[src/rtl/rw_gpio_pkg.sv]
// -----------------------------------------------------------------------------
// rw_gpio_pkg
//   Shared constants and types for the ZedBoard GPIO slice.
//   - GPIO_IN_WIDTH / GPIO_OUT_WIDTH : pin counts on the input (sw + btn) and
//     output (led) sides of the GPIO peripheral.
//   - CLK_HZ / DEBOUNCE_1MS          : system clock and the 1 ms debounce window
//     expressed in clk cycles.
//   - DEBOUNCE_CNT_W                 : counter width able to hold DEBOUNCE_1MS-1.
//   - db_action_e                    : per-cycle decision of a debounce counter.
// -----------------------------------------------------------------------------
package rw_gpio_pkg;

    localparam int unsigned GPIO_IN_WIDTH  = 13;
    localparam int unsigned GPIO_OUT_WIDTH = 8;
    localparam int unsigned CLK_HZ         = 125_000_000;
    localparam int unsigned DEBOUNCE_1MS   = CLK_HZ / 1000;

    // 2**17 = 131072 > 125000
    localparam int unsigned DEBOUNCE_CNT_W = 17;

    // What a debounce counter does on the current clk edge.
    //   DB_IDLE   : synchronised input matches the accepted level, count restarts
    //   DB_COUNT  : input differs, still inside the stability window
    //   DB_ACCEPT : input has differed for the full window, adopt it
    typedef enum logic [1:0] {
        DB_IDLE   = 2'd0,
        DB_COUNT  = 2'd1,
        DB_ACCEPT = 2'd2
    } db_action_e;

endpackage : rw_gpio_pkg

[src/rtl/gpio_debounce_bit.sv]
// -----------------------------------------------------------------------------
// gpio_debounce_bit
//   Conditions one raw board pin: metastability synchroniser, debounce counter,
//   accepted-level flop and registered edge pulses.
//
//   Parameters
//     SYNC_STAGES      synchroniser depth (min 2)
//     DEBOUNCE_CYCLES  consecutive stable cycles needed to accept a new level
//     CNT_W            counter width, 2**CNT_W > DEBOUNCE_CYCLES
//
//   Ports
//     clk         in   system clock
//     rst_n       in   asynchronous active-low reset
//     pin         in   raw asynchronous pin
//     stable      out  debounced level
//     rise_pulse  out  one-cycle pulse, the cycle after stable goes 0->1
//     fall_pulse  out  one-cycle pulse, the cycle after stable goes 1->0
// -----------------------------------------------------------------------------
module gpio_debounce_bit
    import rw_gpio_pkg::*;
#(
    parameter int unsigned SYNC_STAGES     = 2,
    parameter int unsigned DEBOUNCE_CYCLES = DEBOUNCE_1MS,
    parameter int unsigned CNT_W           = DEBOUNCE_CNT_W
) (
    input  logic clk,
    input  logic rst_n,
    input  logic pin,
    output logic stable,
    output logic rise_pulse,
    output logic fall_pulse
);

    localparam logic [CNT_W-1:0] CNT_LAST = CNT_W'(DEBOUNCE_CYCLES - 1);

    logic [SYNC_STAGES-1:0] sync_q;
    logic                   sync;
    logic [CNT_W-1:0]       cnt;
    logic                   stable_prev;
    db_action_e             action;

    // ---------------------------------------------------------------------
    // Synchroniser: sync is the pin delayed by SYNC_STAGES clk.
    // ---------------------------------------------------------------------
    always_ff @(posedge clk or negedge rst_n) begin
        if (!rst_n) begin
            sync_q <= '0;
        end else begin
            sync_q <= {sync_q[SYNC_STAGES-2:0], pin};
        end
    end

    always_comb begin
        sync = sync_q[SYNC_STAGES-1];
    end

    // ---------------------------------------------------------------------
    // Debounce decision. The count only advances while the input disagrees
    // with the accepted level, so any return to agreement (a glitch ending)
    // restarts the window; cnt stops at CNT_LAST and cannot wrap.
    // ---------------------------------------------------------------------
    always_comb begin
        action = DB_IDLE;
        if (sync != stable) begin
            if (cnt == CNT_LAST) begin
                action = DB_ACCEPT;
            end else begin
                action = DB_COUNT;
            end
        end
    end

    always_ff @(posedge clk or negedge rst_n) begin
        if (!rst_n) begin
            cnt    <= '0;
            stable <= 1'b0;
        end else begin
            unique case (action)
                DB_IDLE: begin
                    cnt <= '0;
                end
                DB_COUNT: begin
                    cnt <= cnt + CNT_W'(1);
                end
                DB_ACCEPT: begin
                    cnt    <= '0;
                    stable <= sync;
                end
                default: begin
                    cnt <= '0;
                end
            endcase
        end
    end

    // ---------------------------------------------------------------------
    // Edge pulses, registered from stable and its previous value, so each
    // pulse is high for exactly the cycle after stable changes.
    // ---------------------------------------------------------------------
    always_ff @(posedge clk or negedge rst_n) begin
        if (!rst_n) begin
            stable_prev <= 1'b0;
            rise_pulse  <= 1'b0;
            fall_pulse  <= 1'b0;
        end else begin
            stable_prev <= stable;
            rise_pulse  <= stable & ~stable_prev;
            fall_pulse  <= ~stable & stable_prev;
        end
    end

endmodule : gpio_debounce_bit

[src/rtl/gpio_in_debounce.sv]
// -----------------------------------------------------------------------------
// gpio_in_debounce
//   Input conditioning between the ZedBoard switch/button pins and the core
//   GPIO peripheral. Every bit is synchronised, debounced and edge-detected by
//   its own gpio_debounce_bit; enabled edges latch into sticky pending flags,
//   and a registered OR of those flags forms the level interrupt request.
//
//   Parameters
//     WIDTH            number of input pins (sw + btn)
//     SYNC_STAGES      synchroniser depth (min 2)
//     DEBOUNCE_CYCLES  consecutive stable cycles needed to accept a new level
//     CNT_W            counter width, 2**CNT_W > DEBOUNCE_CYCLES
//
//   Ports
//     clk          in   system clock, 125 MHz
//     rst_n        in   asynchronous active-low reset
//     gpio_pin_in  in   raw asynchronous board pins
//     rise_en      in   per-bit: a rising edge sets pending
//     fall_en      in   per-bit: a falling edge sets pending
//     pend_clr     in   per-bit write-1-to-clear of pending (one-cycle pulse)
//     gpio_stable  out  debounced levels for the GPIO data register
//     rise_pulse   out  one-cycle pulse per bit on a 0->1 of gpio_stable
//     fall_pulse   out  one-cycle pulse per bit on a 1->0 of gpio_stable
//     pend         out  sticky edge-pending flags
//     irq          out  registered OR of pend
// -----------------------------------------------------------------------------
module gpio_in_debounce
    import rw_gpio_pkg::*;
#(
    parameter int unsigned WIDTH           = GPIO_IN_WIDTH,
    parameter int unsigned SYNC_STAGES     = 2,
    parameter int unsigned DEBOUNCE_CYCLES = DEBOUNCE_1MS,
    parameter int unsigned CNT_W           = DEBOUNCE_CNT_W
) (
    input  logic             clk,
    input  logic             rst_n,
    input  logic [WIDTH-1:0] gpio_pin_in,
    input  logic [WIDTH-1:0] rise_en,
    input  logic [WIDTH-1:0] fall_en,
    input  logic [WIDTH-1:0] pend_clr,
    output logic [WIDTH-1:0] gpio_stable,
    output logic [WIDTH-1:0] rise_pulse,
    output logic [WIDTH-1:0] fall_pulse,
    output logic [WIDTH-1:0] pend,
    output logic             irq
);

    logic [WIDTH-1:0] pend_set;
    logic [WIDTH-1:0] pend_next;

    // ---------------------------------------------------------------------
    // Per-bit conditioning.
    // ---------------------------------------------------------------------
    for (genvar g = 0; g < WIDTH; g++) begin : g_bit
        gpio_debounce_bit #(
            .SYNC_STAGES     (SYNC_STAGES),
            .DEBOUNCE_CYCLES (DEBOUNCE_CYCLES),
            .CNT_W           (CNT_W)
        ) u_bit (
            .clk        (clk),
            .rst_n      (rst_n),
            .pin        (gpio_pin_in[g]),
            .stable     (gpio_stable[g]),
            .rise_pulse (rise_pulse[g]),
            .fall_pulse (fall_pulse[g])
        );
    end

    // ---------------------------------------------------------------------
    // Pending flags. A set term is ORed in after the clear is applied, so an
    // edge arriving in the same cycle as pend_clr is kept. Enables only gate
    // new edges; dropping one leaves an existing flag alone.
    // ---------------------------------------------------------------------
    always_comb begin
        pend_set  = (rise_pulse & rise_en) | (fall_pulse & fall_en);
        pend_next = pend_set | (pend & ~pend_clr);
    end

    always_ff @(posedge clk or negedge rst_n) begin
        if (!rst_n) begin
            pend <= '0;
            irq  <= 1'b0;
        end else begin
            pend <= pend_next;
            irq  <= |pend;
        end
    end

endmodule : gpio_in_debounce

[config.mk]
export PLATFORM = sky130hd
export DESIGN_NAME = gpio_in_debounce
export DESIGN_NICKNAME = d
export VERILOG_FILES = /design/src/rtl/rw_gpio_pkg.sv /design/src/rtl/gpio_debounce_bit.sv /design/src/rtl/gpio_in_debounce.sv
export SDC_FILE = /design/constraint.sdc
export NUM_CORES = 1
export LEC_CHECK = 0
export ABC_CLOCK_PERIOD_IN_PS = 2600
export CORE_MARGIN = 4
export CORE_UTILIZATION = 51
export CTS_BUF_LIST = sky130_fd_sc_hd__clkbuf_16
export DETAILED_ROUTE_END_ITERATION = 8
export PLACE_DENSITY = 0.76
export SYNTH_ARGS = -nofsm -noshare
export SYNTH_HDL_FRONTEND = slang
export SYNTH_SLANG_ARGS = --single-unit
[constraint.sdc]
create_clock -name clk -period 2.6 [get_ports clk]
set_input_delay 0.39 -clock clk [delete_from_list [all_inputs] [get_ports clk]]
set_output_delay 0.39 -clock clk [all_outputs]
set_load 0.1 [all_outputs]
# Yosys cells after proc, flatten, opt, wreduce, memory -nomap -nowiden
# Index checks and enable logic that the tools add are counted.
[totals]
n_memories = 0
in_bits = 54
latch_bits = 0
word_cells = 243
rom_bits = 0
output_inout_bits = 53
reg_bits = 313
ramBits = 0
[op_classes]
n_bitwise = 58
order_cmp = 0
n_mul = 0
n_reduce_logical = 1
n_div = 0
shift = 0
add_sub_neg = 13
muxes = 39
eq_ne = 52
[op_table]
columns = ["cell", "n"]
rows = [
  ["17-bit by 1-bit adder with 17-bit output (second input constant)", 13],
  ["17-bit equality test (second input constant)", 13],
  ["17-bit 2-to-1 mux", 13],
  ["2-bit 2-to-1 mux", 26],
  ["13-bit bitwise AND", 3],
  ["1-bit bitwise AND", 26],
  ["2-bit by 1-bit equality test with 1-bit output (second input constant)", 13],
  ["2-bit equality test (second input constant)", 13],
  ["1-bit inverter", 26],
  ["13-bit OR", 2],
  ["1-bit != test", 13],
  ["13-bit inverter", 1],
  ["13-bit OR reduction", 1],
]

# Depth between registers and ports, before layout
# Gate-level depths: netlist of the first run.
[logic_depth]
ltp_word = 5
ltp_mapped = 7
mapped_depth_nobuf = 5

# Hierarchy
# A second synthesis of the first run with hierarchy kept.
[hier_totals]
cells_unflattened = 1319
area_unflattened_um2 = 14317.5
[modules_own_cells]
columns = ["mod", "seq_area_each_um2", "n_inst", "cells_per_inst", "area_per_inst_um2"]
rows = [
  ["gpio_debounce_bit", 575.6, 13, 97, 1056.0],
  ["gpio_in_debounce", 350.3, 1, 58, 589.3],
]

# Worst setup path after synthesis of the first run
# Ideal clock, no wire load.
[synth_timing]
path_kind = "reg2reg"
startpoint = "register g_bit[8].u_bit.cnt[5]"
endpoint = "register g_bit[8].u_bit.stable"
t_arrival_ps = 1751
path_slack_ps = 724
path_buffers = 0
setup_ps = 125
stages_incl_launch_ff = 4
cell_sequence = "dfrtp_1 or4_1 or4_4 mux2_4"
[synth_via]
elab_chain_cells = 4
[synth_lines]
columns = ["element", "line_no", "text"]
rows = [
  ["start, declared", "gpio_debounce_bit.sv:38", "logic [CNT_W-1:0] cnt;"],
  ["start signal, assigned", "gpio_debounce_bit.sv:83", "cnt <= cnt + CNT_W'(1);"],
  ["17-bit equality test", "gpio_debounce_bit.sv:65", "if (cnt == CNT_LAST) begin"],
  ["2-bit 2-to-1 mux", "gpio_debounce_bit.sv:65", ""],
  ["2-bit 2-to-1 mux", "gpio_debounce_bit.sv:64", "if (sync != stable) begin"],
  ["2-bit equality test", "gpio_debounce_bit.sv:78", "unique case (action)"],
  ["end signal, assigned", "gpio_debounce_bit.sv:87", "stable <= sync;"],
  ["end, declared", "gpio_debounce_bit.sv:29", "output logic stable,"],
]
# Every way passes these cells.
# A chain may end at the register's enable or synchronous reset.

# Worst setup path after layout of the first run
# Same ends and word-level chain as after synthesis.

==> impl_metrics.yaml, run 1 <==
timing:
  drv_slew: 0
  slew_headroom: 0.564
  finalCritPeriodShare: 0.745
  tns_ps: 0
  report.final.setup_viol: 0
  clock_skew_ps: 5.94
  hold_violations: 0
  worst_pin_slew_ps: 648
  rsz0062_at_grt: "false"
  period_minus_slack_ps: 1940
  max_freq_mhz: 516
clock_network:
  htreeDepth: 2
  cts_tree: "built"
  path_clk_slew_ps: 60
  clk_latency_ps: 500
  post_cts_buffers: 0
  cts_root_buf: "clkbuf_16"
  cts_inserted_buffers: 34
  cts_buffer_depth: 3
  cts_resized: 0
  clkSinkCount: 313
worst_hold_path:
  hp-start: "gpio_pin_in[11]"
  holdPathStages: 1
  hold_class: "input pin to flip-flop"
  min_to: "g_bit[11].u_bit.sync_q[0]"
worst_setup_path:
  cp-startpoint: "g_bit[8].u_bit.cnt[5]"
  path_delay_family: "simple AND/OR/NAND/NOR gates"
  worstSetupEndpointType: "flip-flop"
  start_kind: "flip-flop"
  arrival_ps: 2320
  cpMaxStageDelayCell: "or4_4"
  r2r_end: "g_bit[8].u_bit.stable"
  critical-path-max-stage-delay_ps: 560
  r2r_setup_slack_ps: 660
  reg2reg_depth: 3
  crit_required_ps: 2980
  worstPathCellList: "or4_1 > or4_4 > mux2_4"
  path_class: "flip-flop to flip-flop"
  crit_buf_inv: 0
  crit_fanout: 4
  timing.rr.start: "g_bit[8].u_bit.cnt[5]"
routing:
  drc: 0
  wl_per_cell_um: 14.3
  num_vias: 9823
  ant_nets: 0
  routed_wl_um: 26400
  viasPerCell: 5.34
  firstDrtPassIters: 5
  drtIter0Drc: 708
logic_synthesis:
  netlist_area_mm2: 0.0142
  synth.most_common_cell: "dfrtp_1"
  ys_async_sr_fraction: 1.00
  syn_avg_cell_area_um2: 10.6
  synth_edf_count: 0
  syn_nets: 1410
  synthCells: 1343
  synthDistinctLibCells: 43
  yosysSeqAreaShare: 0.551
  yosys_register_bits: 313
  yosys.area.top_type: "dfrtp_1"
  synth_area_leaders: "dfrtp_1 (55%), xnor2_1 (8.9%), nor2_1 (6.1%), xor2_1 (3.0%), nor4_1 (3.0%)"
  yosys_most_used_dff: "dfrtp_1"
  synth_top_area_frac: 0.551
  ys_top_cells_by_count: "dfrtp_1 (313), nor2_1 (232), xnor2_1 (145)"
  yosys_warnings: 0
global_routing:
  grt_pass1_vias: 9696
  grt_max_degree: 64
  antenna_found_initial: 0
  grt_pass1_wl_um: 45900
  grt_usage: 0.174
  grt_overflow_total: 0
place:
  gp_congestion: 0.832
  io_buffers: 106
  detailed_place_hpwl_um: 18300
floorplanning:
  fp.dieW_um: 175
  rows: 60
  ios: 107
  core_mm2: 0.0272
  dieArea_mm2: 0.0306
  fp.dieH_um: 175
  initial_core_util: 0.523
finish:
  drive_above_1_share: 0.102
  fin_nets: 1509
  antenna_cells: 0
  area_growth_pct: 15.9
run_status:
  status: "finished clean"
power:
  leakage_nw: 6.93
  powerDensity_mw_per_mm2: 604
  power_w: 0.00995
  ir_drop_mv: 0.468
flow_run:
  drv_cap: 0
==> worst register-to-register path, cell delays in order (launching register included) <==
cell,delay [ps]
dfrtp_1,420
or4_1,530
or4_4,560
mux2_4,310
==> state kept, by name, indices dropped and copies added, names as in the netlist <==
register                 flops
g_bit.u_bit.fall_pulse      13
g_bit.u_bit.stable          13
g_bit.u_bit.cnt            221
irq                          1
g_bit.u_bit.sync_q          26
pend                        13
g_bit.u_bit.stable_prev     13
g_bit.u_bit.rise_pulse      13
==> report_power, final <==
group / switching (W) / leakage (nW) / total, W / internal (W)
combinational: 0.000211 / 2.08 / 0.000370 / 0.000159
clock: 0.00182 / 0.568 / 0.00457 / 0.00275
sequential: 0.0000671 / 4.28 / 0.00501 / 0.00494
==> cells in the final DEF, fill, tap and decap left out, drive strengths merged, types with 14 or more instances in the layout <==
master	count
dfrtp	313
clkbuf	37
xor2	49
xnor2	145
buf	68
o21ai	23
nor2b	26
nor2	232
a21oi	14
or3	15
clkdlybuf4s50	52
and3	15
nand4	56
nor4	68
nand2	56
nor3	40
inv	56
nand3	84
==> how the worst max path moves through the flow <==
stage                                  end  slack, ps  cells past startpoint
floorplan            g_bit[8].u_bit.stable        720                      3
global placement     g_bit[8].u_bit.stable        700                      3
detailed placement   g_bit[8].u_bit.stable        670                      3
CTS                  g_bit[8].u_bit.stable        660                      3
global route        g_bit[12].u_bit.cnt[6]        470                      5
finish               g_bit[8].u_bit.stable        660                      3
==> cell type report <==
class	count	area [um^2]
Clock buffer	37	926
Clock inverter	24	159
Fill cell	2233	10700
Inverter	47	176
Multi-Input combinational cell	925	5820
Sequential cell	313	7830
Tap cell	372	465
Timing Repair Buffer	121	1100
==> routing by layer <==
layer,GRT usage,routed length [um],up-vias
met5,0,0,-
met4,0.0445,427,0
met3,0.0286,881,36
met2,0.290,12600,143
met1,0.242,12400,4817
li1,-,-,4827
==> per-stage QoR <==
step / util / instance area [um^2] / hold slack, ps / cells / worst slack (ps)
2_1_floorplan: - / 14200 / 94.4 / 1343 / 724
3_3_place_gp: 0.566 / 15400 / 332 / 1777 / 702
3_5_place_dp: 0.566 / 15400 / 336 / 1777 / 673
4_1_cts: 0.606 / 16500 / 308 / 1839 / 658
5_1_grt: 0.606 / 16500 / 307 / 1839 / 471
6_report: 0.606 / 16500 / 329 / 1839 / 663
==> cell families (layout without fill, tap and decap cells) <==
kind of cell,Yosys count,in the layout,share of synthesized area
AOI/OAI and AO/OA,59,59,0.0318
xor gates and xnor gates,194,194,0.120
adders and majority gates,13,13,0.0114
buffers and inverters,105,229,0.0398
DFF,313,313,0.551
muxes,13,13,0.0106
and+or+nand+nor,646,646,0.236
==> repair_timing <==
action / CTS / global route
hold buffers: 1 / 0
hold endpoints to repair: 57 / 0
setup endpoints to repair: 0 / 0
(Power assumes the default switching activity.)
==> run 2: changes to the inputs <==
Settings changed: ABC_CLOCK_PERIOD_IN_PS 2600 to 1900.
Clock period 2.6 ns to 1.9 ns, I/O delays scaled along.
==> run 2 against run 1 <==
First-iteration DRC count fell by 15%; clock skew increased by 1.5 ps; final area is 4.2% higher; largest power group unchanged; cell count rose by 2.7%.
==> impl_metrics.yaml, run 2 (synthesis results as in run 1) <==
run_status:
  status: "finished clean"
finish:
  top_regs: "g_bit.u_bit.cnt: 221 flops, g_bit.u_bit.sync_q: 26 flops"
  final_common_cell: "dfrtp_1"
  drive_above_1_share: 0.144
  regMostFlops: "g_bit.u_bit.cnt"
  area_growth_pct: 20.7
  fin_nets: 1559
  fin_area_mm2: 0.0172
  largest_reg_flops: 221
  final_util: 0.631
  antenna_cells: 0
  final_cell_mix: "dfrtp_1 (312), nor2_1 (232), xnor2_1 (145)"
  final_cells: 1888
timing:
  max_freq_mhz: 528
  rsz0062_at_grt: "true"
  hold_violations: 0
  clock_skew_ps: 7.41
  slew_headroom: 0.626
  report.final.setup_viol: 0
  finalCritPeriodShare: 0.998
  period_minus_slack_ps: 1900
  drv_slew: 0
  worst_pin_slew_ps: 556
  tns_ps: 0
worst_setup_path:
  crit_buf_inv: 0
  path_delay_family: "simple AND/OR/NAND/NOR gates"
  r2r_end: "g_bit[8].u_bit.stable"
  arrival_ps: 2320
  cp-startpoint: "g_bit[8].u_bit.cnt[10]"
  worstPathCellList: "or4b_4 > or4_4 > mux2_4"
  path_class: "flip-flop to flip-flop"
  critical-path-max-stage-delay_ps: 560
  cpMaxStageDelayCell: "or4_4"
  worstSetupEndpointType: "flip-flop"
  cp-endpoint: "g_bit[8].u_bit.stable"
  start_kind: "flip-flop"
  crit_required_ps: 2330
  reg2reg_depth: 3
  timing.rr.start: "g_bit[8].u_bit.cnt[10]"
  r2r_setup_slack_ps: 4
  crit_fanout: 3
  cp_num_cells: 3
place:
  detailed_place_hpwl_um: 18900
  place_inst: 1830
  placed_area_mm2: 0.0160
  gp_congestion: 0.838
  io_buffers: 106
clock_network:
  htreeDepth: 1
  clk_latency_ps: 540
  cts_tree: "built"
  cts_inserted_buffers: 31
  clkSinkCount: 313
  path_clk_slew_ps: 60
  cts_root_buf: "clkbuf_16"
  cts_buffer_depth: 3
floorplanning:
  ios: 107
  fp.dieH_um: 175
  core_mm2: 0.0272
  rows: 60
  initial_core_util: 0.523
  fp.dieW_um: 175
  dieArea_mm2: 0.0306
routing:
  drtIter0Drc: 599
  firstDrtPassIters: 5
  viasPerCell: 5.33
  routed_wl_um: 27000
  ant_nets: 0
  drc: 0
  num_vias: 10100
  wl_per_cell_um: 14.3
global_routing:
  grt_max_degree: 59
  grt_overflow_total: 0
  grt_pass1_wl_um: 47600
  grt_pass1_vias: 10200
  grt_usage: 0.178
  antenna_found_initial: 1
power:
  ir_drop_mv: 0.653
  leakage_nw: 7.22
  powerDensity_mw_per_mm2: 806
worst_hold_path:
  hold_class: "input pin to flip-flop"
flow_run:
  drv_cap: 0
==> run 2: where the power goes <==
group / switching (W) / internal (W)
logic: 0.000301 / 0.000260
clock network: 0.00250 / 0.00391
registers: 0.0000960 / 0.00676
==> run 2: per-stage QoR <==
stage / setup slack [ps] / total power, W / hold WS (ps)
floorplan: 23.5 / 0.00716 / -10.6
global placement: 40.5 / 0.00752 / 201
detailed placement: 14.0 / 0.00754 / 205
CTS: 2.29 / 0.0140 / 152
global route: -22.1 / 0.0144 / 163
finish: 4.33 / 0.0138 / 183
==> run 2: worst min-delay path by stage <==
stage | slack [ps] | end | startpoint | cells past startpoint
finish | 180 | g_bit[12].u_bit.sync_q[0] | gpio_pin_in[12] | 1
CTS | 150 | g_bit[12].u_bit.sync_q[0] | gpio_pin_in[12] | 1
global placement | 200 | g_bit[7].u_bit.cnt[3] | rst_n | 1
global route | 160 | g_bit[12].u_bit.sync_q[0] | gpio_pin_in[12] | 1
floorplan | -10 | g_bit[0].u_bit.cnt[0] | rst_n | 0
detailed placement | 200 | g_bit[7].u_bit.cnt[3] | rst_n | 1
==> run 2: layout make-up <==
type / instances / area, um^2
fill: 2163 / 10000
sequential: 313 / 7830
multi-input combinational: 925 / 5890
timing repair buffer: 174 / 1720
clock buffer: 31 / 776
tap: 372 / 465
clock inverter: 26 / 302
inverter: 47 / 176
==> run 2: layer usage <==
layer  wire length, um  global-route usage  vias to the layer above
met2             13400               0.308                      158
met5                 0                   0                        -
met1             12200               0.240                     4957
met4               376              0.0399                        0
met3              1020              0.0273                       29
li1                  -                   -                     4910
==> run 2: timing repair <==
item                                    4_1_cts  5_1_grt
hold buffers                                  1        0
resized for setup                             0       13
setup buffers                                 0        0
hold endpoints to repair                     76        0
endpoints found under the setup margin        0       59
